`src/rtl/ddr2_pkg.sv`:
```
// Shared DDR2 definitions: command-bus encodings, scheduler state encoding
// and small helpers used by the refresh scheduler slice.
package ddr2_pkg;

   // {cs_bar, ras_bar, cas_bar, we_bar}
   typedef enum logic [3:0] {
      CMD_NOP       = 4'b0111,
      CMD_PRECHARGE = 4'b0010,
      CMD_REFRESH   = 4'b0001,
      CMD_ACTIVATE  = 4'b0011,
      CMD_READ      = 4'b0101,
      CMD_WRITE     = 4'b0100
   } ddr2_cmd_e;

   typedef enum logic [2:0] {
      ST_WAIT_INIT = 3'd0,
      ST_IDLE      = 3'd1,
      ST_GRANTED   = 3'd2,
      ST_PRE_ALL   = 3'd3,
      ST_WAIT_RP   = 3'd4,
      ST_REFRESH   = 3'd5,
      ST_WAIT_RFC  = 3'd6
   } sched_state_e;

   // Width of the owed-refresh count seen outside the scheduler.
   localparam int OWED_W = 4;

   function automatic int max2(input int a, input int b);
      return (a > b) ? a : b;
   endfunction

endpackage

```
`src/rtl/ddr2_refresh_scheduler_if.sv`:
```
// Signal bundle between the refresh scheduler and its neighbours: command
// FIFO status, transaction-engine handshake and the DRAM command-bus mux.
interface ddr2_refresh_scheduler_if;
   import ddr2_pkg::*;

   logic              init_done;
   logic              cmd_pending;
   logic              engine_done;
   logic              grant_cmd;
   logic              bus_own;
   logic              cs_bar;
   logic              ras_bar;
   logic              cas_bar;
   logic              we_bar;
   logic              a10;
   logic [OWED_W-1:0] refresh_owed;
   logic              ref_overflow;

   // Side that drives the status/handshake inputs and consumes the bus.
   modport master (
      output init_done, cmd_pending, engine_done,
      input  grant_cmd, bus_own, cs_bar, ras_bar, cas_bar, we_bar, a10,
             refresh_owed, ref_overflow
   );

   // The refresh scheduler itself.
   modport slave (
      input  init_done, cmd_pending, engine_done,
      output grant_cmd, bus_own, cs_bar, ras_bar, cas_bar, we_bar, a10,
             refresh_owed, ref_overflow
   );

endinterface

```
`src/rtl/ddr2_refi_timer.sv`:
```
// Refresh-interval bookkeeping: interval counter, count of owed refreshes
// (saturating one above the postpone limit), sticky overflow and urgency.
module ddr2_refi_timer
   import ddr2_pkg::*;
#(
   parameter int TREFI_CYC    = 1560,
   parameter int MAX_POSTPONE = 8
) (
   input  logic              clk,
   input  logic              reset,
   input  logic              i_init_done,
   input  logic              i_refresh_issued,
   output logic [OWED_W-1:0] o_refresh_owed,
   output logic              o_ref_overflow,
   output logic              o_urgent
);

   localparam int                TMR_W    = $clog2(TREFI_CYC);
   localparam logic [TMR_W-1:0]  TMR_LAST = TMR_W'(TREFI_CYC - 1);
   localparam logic [OWED_W-1:0] OWED_SAT = OWED_W'(MAX_POSTPONE + 1);
   localparam logic [OWED_W-1:0] OWED_URG = OWED_W'(MAX_POSTPONE);

   logic [TMR_W-1:0]  r_timer;
   logic [OWED_W-1:0] r_owed;
   logic              r_overflow;
   logic              w_tick;

   assign w_tick = i_init_done && (r_timer == TMR_LAST);

   // Interval counter: runs only once the DRAM is initialised, wraps on tick.
   always_ff @(posedge clk) begin
      if (reset)
         r_timer <= '0;
      else if (i_init_done)
         r_timer <= w_tick ? '0 : r_timer + TMR_W'(1);
   end

   // Owed count: +1 per tick, -1 per issued REFRESH, net zero when both coincide.
   always_ff @(posedge clk) begin
      if (reset) begin
         r_owed     <= '0;
         r_overflow <= 1'b0;
      end else begin
         if (w_tick && (r_owed == OWED_SAT))
            r_overflow <= 1'b1;
         if (w_tick && !i_refresh_issued) begin
            if (r_owed != OWED_SAT)
               r_owed <= r_owed + OWED_W'(1);
         end else if (!w_tick && i_refresh_issued && (r_owed != '0)) begin
            r_owed <= r_owed - OWED_W'(1);
         end
      end
   end

   assign o_refresh_owed = r_owed;
   assign o_ref_overflow = r_overflow;
   assign o_urgent       = (r_owed >= OWED_URG);

endmodule

```
`src/rtl/ddr2_refresh_scheduler.sv`:
```
// DDR2 refresh scheduler: on each idle opportunity either grants the next
// host command to the transaction engine or takes the command bus for a
// PRECHARGE-ALL + REFRESH sequence. All outputs are registered and aligned
// with the state they belong to.
module ddr2_refresh_scheduler
   import ddr2_pkg::*;
#(
   parameter int TREFI_CYC    = 1560,
   parameter int TRFC_CYC     = 26,
   parameter int TRP_CYC      = 3,
   parameter int MAX_POSTPONE = 8
) (
   input logic                      clk,
   input logic                      reset,
   ddr2_refresh_scheduler_if.slave  io_sch
);

   localparam int                WAIT_W   = $clog2(max2(TRFC_CYC, TRP_CYC) + 1);
   localparam logic [WAIT_W-1:0] RP_LOAD  = WAIT_W'(TRP_CYC - 1);
   localparam logic [WAIT_W-1:0] RFC_LOAD = WAIT_W'(TRFC_CYC - 1);

   sched_state_e      r_state;
   sched_state_e      w_next_state;
   logic [WAIT_W-1:0] r_wait;
   logic              w_grant;
   logic              w_bus_own;
   logic [3:0]        w_cmd;
   logic              w_a10;
   logic              r_grant;
   logic              r_bus_own;
   logic [3:0]        r_cmd;
   logic              r_a10;
   logic [OWED_W-1:0] w_owed;
   logic              w_overflow;
   logic              w_urgent;
   logic              w_refresh_issued;

   assign w_refresh_issued = (r_state == ST_REFRESH);

   ddr2_refi_timer #(
      .TREFI_CYC    (TREFI_CYC),
      .MAX_POSTPONE (MAX_POSTPONE)
   ) u_refi_timer (
      .clk              (clk),
      .reset            (reset),
      .i_init_done      (io_sch.init_done),
      .i_refresh_issued (w_refresh_issued),
      .o_refresh_owed   (w_owed),
      .o_ref_overflow   (w_overflow),
      .o_urgent         (w_urgent)
   );

   // State register.
   always_ff @(posedge clk) begin
      if (reset)
         r_state <= ST_WAIT_INIT;
      else
         r_state <= w_next_state;
   end

   // Next-state decision, grant pulse, and the bus command for the next state.
   always_comb begin
      w_next_state = r_state;
      w_grant      = 1'b0;
      unique case (r_state)
         ST_WAIT_INIT: if (io_sch.init_done) w_next_state = ST_IDLE;
         ST_IDLE: begin
            if ((w_owed != '0) && (w_urgent || !io_sch.cmd_pending)) begin
               w_next_state = ST_PRE_ALL;
            end else if (io_sch.cmd_pending) begin
               w_next_state = ST_GRANTED;
               w_grant      = 1'b1;
            end
         end
         ST_GRANTED:  if (io_sch.engine_done) w_next_state = ST_IDLE;
         ST_PRE_ALL:  w_next_state = ST_WAIT_RP;
         ST_WAIT_RP:  if (r_wait == '0) w_next_state = ST_REFRESH;
         ST_REFRESH:  w_next_state = ST_WAIT_RFC;
         ST_WAIT_RFC: if (r_wait == '0) w_next_state = ST_IDLE;
         default:     w_next_state = ST_WAIT_INIT;
      endcase

      w_bus_own = 1'b0;
      w_cmd     = CMD_NOP;
      w_a10     = 1'b0;
      unique case (w_next_state)
         ST_PRE_ALL: begin
            w_bus_own = 1'b1;
            w_cmd     = CMD_PRECHARGE;
            w_a10     = 1'b1;
         end
         ST_REFRESH: begin
            w_bus_own = 1'b1;
            w_cmd     = CMD_REFRESH;
         end
         ST_WAIT_RP, ST_WAIT_RFC: w_bus_own = 1'b1;
         default: ;
      endcase
   end

   // Shared wait counter: loaded on entry to each wait state, counts to zero.
   always_ff @(posedge clk) begin
      if (reset)
         r_wait <= '0;
      else if ((w_next_state == ST_WAIT_RP) && (r_state != ST_WAIT_RP))
         r_wait <= RP_LOAD;
      else if ((w_next_state == ST_WAIT_RFC) && (r_state != ST_WAIT_RFC))
         r_wait <= RFC_LOAD;
      else if (r_wait != '0)
         r_wait <= r_wait - WAIT_W'(1);
   end

   // Output registers so the bus mux and command pins see glitch-free values.
   always_ff @(posedge clk) begin
      if (reset) begin
         r_grant   <= 1'b0;
         r_bus_own <= 1'b0;
         r_cmd     <= CMD_NOP;
         r_a10     <= 1'b0;
      end else begin
         r_grant   <= w_grant;
         r_bus_own <= w_bus_own;
         r_cmd     <= w_cmd;
         r_a10     <= w_a10;
      end
   end

   assign io_sch.grant_cmd    = r_grant;
   assign io_sch.bus_own      = r_bus_own;
   assign io_sch.cs_bar       = r_cmd[3];
   assign io_sch.ras_bar      = r_cmd[2];
   assign io_sch.cas_bar      = r_cmd[1];
   assign io_sch.we_bar       = r_cmd[0];
   assign io_sch.a10          = r_a10;
   assign io_sch.refresh_owed = w_owed;
   assign io_sch.ref_overflow = w_overflow;

endmodule

```
`src/flat_wrapper.sv`:
```
// flat-port wrapper written by rule: the top's interface ports become plain ports
module ddr2_refresh_scheduler_flat import ddr2_pkg::*;
#(
   parameter int TREFI_CYC    = 1560,
   parameter int TRFC_CYC     = 26,
   parameter int TRP_CYC      = 3,
   parameter int MAX_POSTPONE = 8
)
  (clk, reset, io_sch_init_done, io_sch_cmd_pending, io_sch_engine_done, io_sch_grant_cmd, io_sch_bus_own, io_sch_cs_bar, io_sch_ras_bar, io_sch_cas_bar, io_sch_we_bar, io_sch_a10, io_sch_refresh_owed, io_sch_ref_overflow);
  ddr2_refresh_scheduler_if io_sch_i ();
  input logic clk;
  input logic reset;
  input wire logic [$bits(io_sch_i.init_done)-1:0] io_sch_init_done;
  input wire logic [$bits(io_sch_i.cmd_pending)-1:0] io_sch_cmd_pending;
  input wire logic [$bits(io_sch_i.engine_done)-1:0] io_sch_engine_done;
  output wire logic [$bits(io_sch_i.grant_cmd)-1:0] io_sch_grant_cmd;
  output wire logic [$bits(io_sch_i.bus_own)-1:0] io_sch_bus_own;
  output wire logic [$bits(io_sch_i.cs_bar)-1:0] io_sch_cs_bar;
  output wire logic [$bits(io_sch_i.ras_bar)-1:0] io_sch_ras_bar;
  output wire logic [$bits(io_sch_i.cas_bar)-1:0] io_sch_cas_bar;
  output wire logic [$bits(io_sch_i.we_bar)-1:0] io_sch_we_bar;
  output wire logic [$bits(io_sch_i.a10)-1:0] io_sch_a10;
  output wire logic [$bits(io_sch_i.refresh_owed)-1:0] io_sch_refresh_owed;
  output wire logic [$bits(io_sch_i.ref_overflow)-1:0] io_sch_ref_overflow;
  assign io_sch_i.init_done = io_sch_init_done;
  assign io_sch_i.cmd_pending = io_sch_cmd_pending;
  assign io_sch_i.engine_done = io_sch_engine_done;
  assign io_sch_grant_cmd = io_sch_i.grant_cmd;
  assign io_sch_bus_own = io_sch_i.bus_own;
  assign io_sch_cs_bar = io_sch_i.cs_bar;
  assign io_sch_ras_bar = io_sch_i.ras_bar;
  assign io_sch_cas_bar = io_sch_i.cas_bar;
  assign io_sch_we_bar = io_sch_i.we_bar;
  assign io_sch_a10 = io_sch_i.a10;
  assign io_sch_refresh_owed = io_sch_i.refresh_owed;
  assign io_sch_ref_overflow = io_sch_i.ref_overflow;
  ddr2_refresh_scheduler #(.TREFI_CYC(TREFI_CYC), .TRFC_CYC(TRFC_CYC), .TRP_CYC(TRP_CYC), .MAX_POSTPONE(MAX_POSTPONE)) u_core (.clk(clk), .reset(reset), .io_sch(io_sch_i));
endmodule
```
`config.mk`:
```
export PLATFORM = sky130hd
export DESIGN_NAME = ddr2_refresh_scheduler_flat
export DESIGN_NICKNAME = d
export VERILOG_FILES = /design/src/rtl/ddr2_pkg.sv /design/src/rtl/ddr2_refresh_scheduler_if.sv /design/src/rtl/ddr2_refi_timer.sv /design/src/rtl/ddr2_refresh_scheduler.sv /design/src/flat_wrapper.sv
export SDC_FILE = /design/constraint.sdc
export NUM_CORES = 1
export LEC_CHECK = 0
export ABC_CLOCK_PERIOD_IN_PS = 3000
export BUFFER_PORTS_ARGS = -buffer_cell sky130_fd_sc_hd__buf_2
export CAP_MARGIN = 40
export CELL_PAD_IN_SITES_DETAIL_PLACEMENT = 2
export CELL_PAD_IN_SITES_GLOBAL_PLACEMENT = 2
export CORE_ASPECT_RATIO = 1.2
export CORE_MARGIN = 4
export CORE_UTILIZATION = 35
export DETAILED_ROUTE_END_ITERATION = 16
export HOLD_SLACK_MARGIN = 0.08
export PLACE_DENSITY_LB_ADDON = 0.15
export SYNTH_ARGS = -nofsm -noshare
export SYNTH_HDL_FRONTEND = slang
export SYNTH_HIERARCHICAL = 1
export SYNTH_SLANG_ARGS = --single-unit
```
`constraint.sdc`:
```
create_clock -name clk -period 3 [get_ports clk]
set_clock_uncertainty 0.1 [all_clocks]
set_input_delay 0.15 -clock clk [delete_from_list [all_inputs] [get_ports clk]]
set_output_delay 0.15 -clock clk [all_outputs]
set_load 0.05 [all_outputs]
```
==> results.cfg <==
[clock_network]
cts_tree = yes
numCtsBuffers = 5
insertion_delay_ps = 280
cts_setup_buffers = 0
clk_pin_slew_ps = 60
clock-root-buffer = clkbuf_8
clockBufferDepth = 2
cts_max_level = 2
cts_sinks = 30

[place]
port_buffers = 15
hpwl_mm = 2.85
place_area_mm2 = 0.00164
place_congestion = 0.746

[worst_setup_path]
cp-end-kind = register
cp.arrival_ps = 2920
critPathKind = register to register
crit_start = u_core/u_refi_timer/r_timer[0]
required_ps = 3110
critical_path.startpoint_type = register
critPathMaxFanout = 6
regToRegStartpoint = u_core/u_refi_timer/r_timer[0]

[logic_synthesis]
syn_area_mm2 = 0.00153
synth_top_family_by_area = simple AND/OR/NAND/NOR gates
synthArstFlopShare = 0
yosysTopAreaCell = dfxtp_1
synth_compound_area_frac = 0.0934
synth_edf_count = 0
yosys.area.top_type_share = 0.393
ys_seq_area_frac = 0.393
synthAdderAreaFrac = 0.0541
syn-mean-instance-area_um2 = 9.20
synth_common_cells = dfxtp_1, nor2_1, a21oi_1, nand2_1, xor2_1
ys_warn_count = 6
synth_seq_cells = 30
post_synth_num_cell_types = 44
ys.flop_type = dfxtp_1
synthCells = 166
synth_xor_area_frac = 0.0918
synthMuxAreaShare = 0.0475
syn_nets = 177
yosys-top-cells-area = dfxtp_1, xor2_1, nor2_1
synth.most_common_cell = dfxtp_1
synthSimpleGateAreaFrac = 0.279

[timing]
rsz0062_at_grt = no
finalSetupViolCount = 0
min_period_ps = 2810
hold_viol = 0
fin_setup_tns_ps = 0
max_freq_ghz = 0.356
drv_slew = 0
finalCritPeriodShare = 0.936
fin_hold_ws_ps = 121

[die]
die-height_um = 80.3
coreArea_mm2 = 0.00423
initial_core_util = 0.361
num_rows = 26
die_w_um = 68.3
dieArea_mm2 = 0.00549
io_pins = 17

[global_routing]
globalRouteOverflowTotal = 0
grt_usage = 0.153
grt_pass1_vias = 1321
grt_max_degree = 20
antenna_found_initial = 0
grt_pass1_wl_mm = 6.31

[final_layout]
nets = 192
drive_above_1_share = 0.181
antennaDiodeCount = 0
area.growth.synth_to_final_pct = 13.8
fin_area_mm2 = 0.00174

[power_and_ir_drop]
power.leakage_nw = 0.716
ir_worst_vdd_mv = 0.296
finalPower_mw = 1.07
powerDensity_mw_per_mm2 = 616

[routing]
routed_wirelength_mm = 3.70
vias = 1208
drc = 0
vias_per_cell = 5.08
avgRoutedWirePerCell_um = 15.6
drt_iter0_drc = 29
first_pass_iters = 4
ant_nets = 0

[min_path]
hp-start = io_sch_init_done
hp-class = primary input to register

[outcome]
status = completed

[flow_run]
maxCapViolations = 0
==> kinds of logic (layout without fill, tap and decap cells) <==
family | after synthesis | count (layout)
compound gates | 23 | 23
xor+xnor | 16 | 16
fa+ha+maj | 6 | 6
buf+inv | 14 | 30
flops | 30 | 30
mux | 6 | 6
other cells | 1 | 1
simple gates | 70 | 70
==> worst max-delay path, cell delays in order (launching register included) <==
cell     delay [ps]
dfxtp_1         370
ha_1            170
and3_1          240
nand3_2         190
or2_2           370
ha_1            290
a21o_1          190
a21oi_1         220
xor2_1          130
or3_1           320
a21oi_1         140
==> flip-flops by register name (all words and copies together), names as in the netlist <==
| name | flops |
|---|---|
| u_core/u_refi_timer/o_ref_overflow | 1 |
| u_core/io_sch.grant_cmd | 1 |
| u_core/u_refi_timer/o_refresh_owed | 4 |
| u_core/io_sch.a10 | 1 |
| u_core/u_refi_timer/r_timer | 11 |
| u_core/r_wait | 5 |
| u_core/r_state | 3 |
| u_core/io_sch.bus_own | 1 |
| u_core/r_cmd | 3 |
==> what timing repair did <==
item                                   in CTS  in global routing
resized for setup                           0                  0
hold buffers                                1                  0
endpoints found under the hold margin       1                  0
==> per-layer routing <==
layer	vias to the layer above	share of wire	GRT usage
li1	596	-	-
met5	-	0	0
met1	593	0.43	0.178
met3	6	0.029	0.0420
met4	0	0.014	0.0497
met2	13	0.53	0.264
==> cells in the final DEF, fill, tap and decap left out, drive strengths merged, types with 2 or more instances in the layout <==
cell    netlist  final
a211oi        2      2
a21oi        12     12
and3          5      5
and4          2      2
buf           3     15
clkbuf        5      7
dfxtp        30     30
ha            5      5
inv           6      6
mux2i         6      6
nand2        10     10
nand2b        3      3
nand3         4      4
nand3b        2      2
nor2         23     23
nor2b         2      2
nor3          2      2
nor3b         2      2
nor4b         2      2
nor4bb        2      2
o21ai         4      4
or3           4      4
xnor2         6      6
xor2         10     10
==> power breakdown <==
part	internal, mW	switching [mW]
registers	0.431	0.0315
logic	0.124	0.149
clock network	0.185	0.149
total	0.740	0.330
==> path summary, 6_finish.rpt <==
path	to	slack (ps)	depth (start not counted)
worst max register to register	u_core/u_refi_timer/o_refresh_owed[3]	190	10
worst min-delay path	u_core/u_refi_timer/r_timer[1]	120	3
worst min register to register	u_core/u_refi_timer/r_timer[1]	410	2
worst max-delay path	u_core/u_refi_timer/o_refresh_owed[3]	190	10
==> metrics by stage <==
step	worst slack, ps	instances	util
3_3_place_gp	448	229	0.387
4_1_cts	161	238	0.411
2_1_floorplan	550	166	-
6_report	192	238	0.411
5_1_grt	8.89	238	0.411
3_5_place_dp	240	229	0.387
==> final cells by class <==
class,instances,area [µm²]
well taps,56,70.1
repair buffers,16,85.1
fillers,491,2490
clock inverters,1,5.00
clock buffers,7,86.3
inverters,6,22.5
flip-flops and latches,30,601
multi-input cells,122,867
Power figures use the tool's default switching activity.
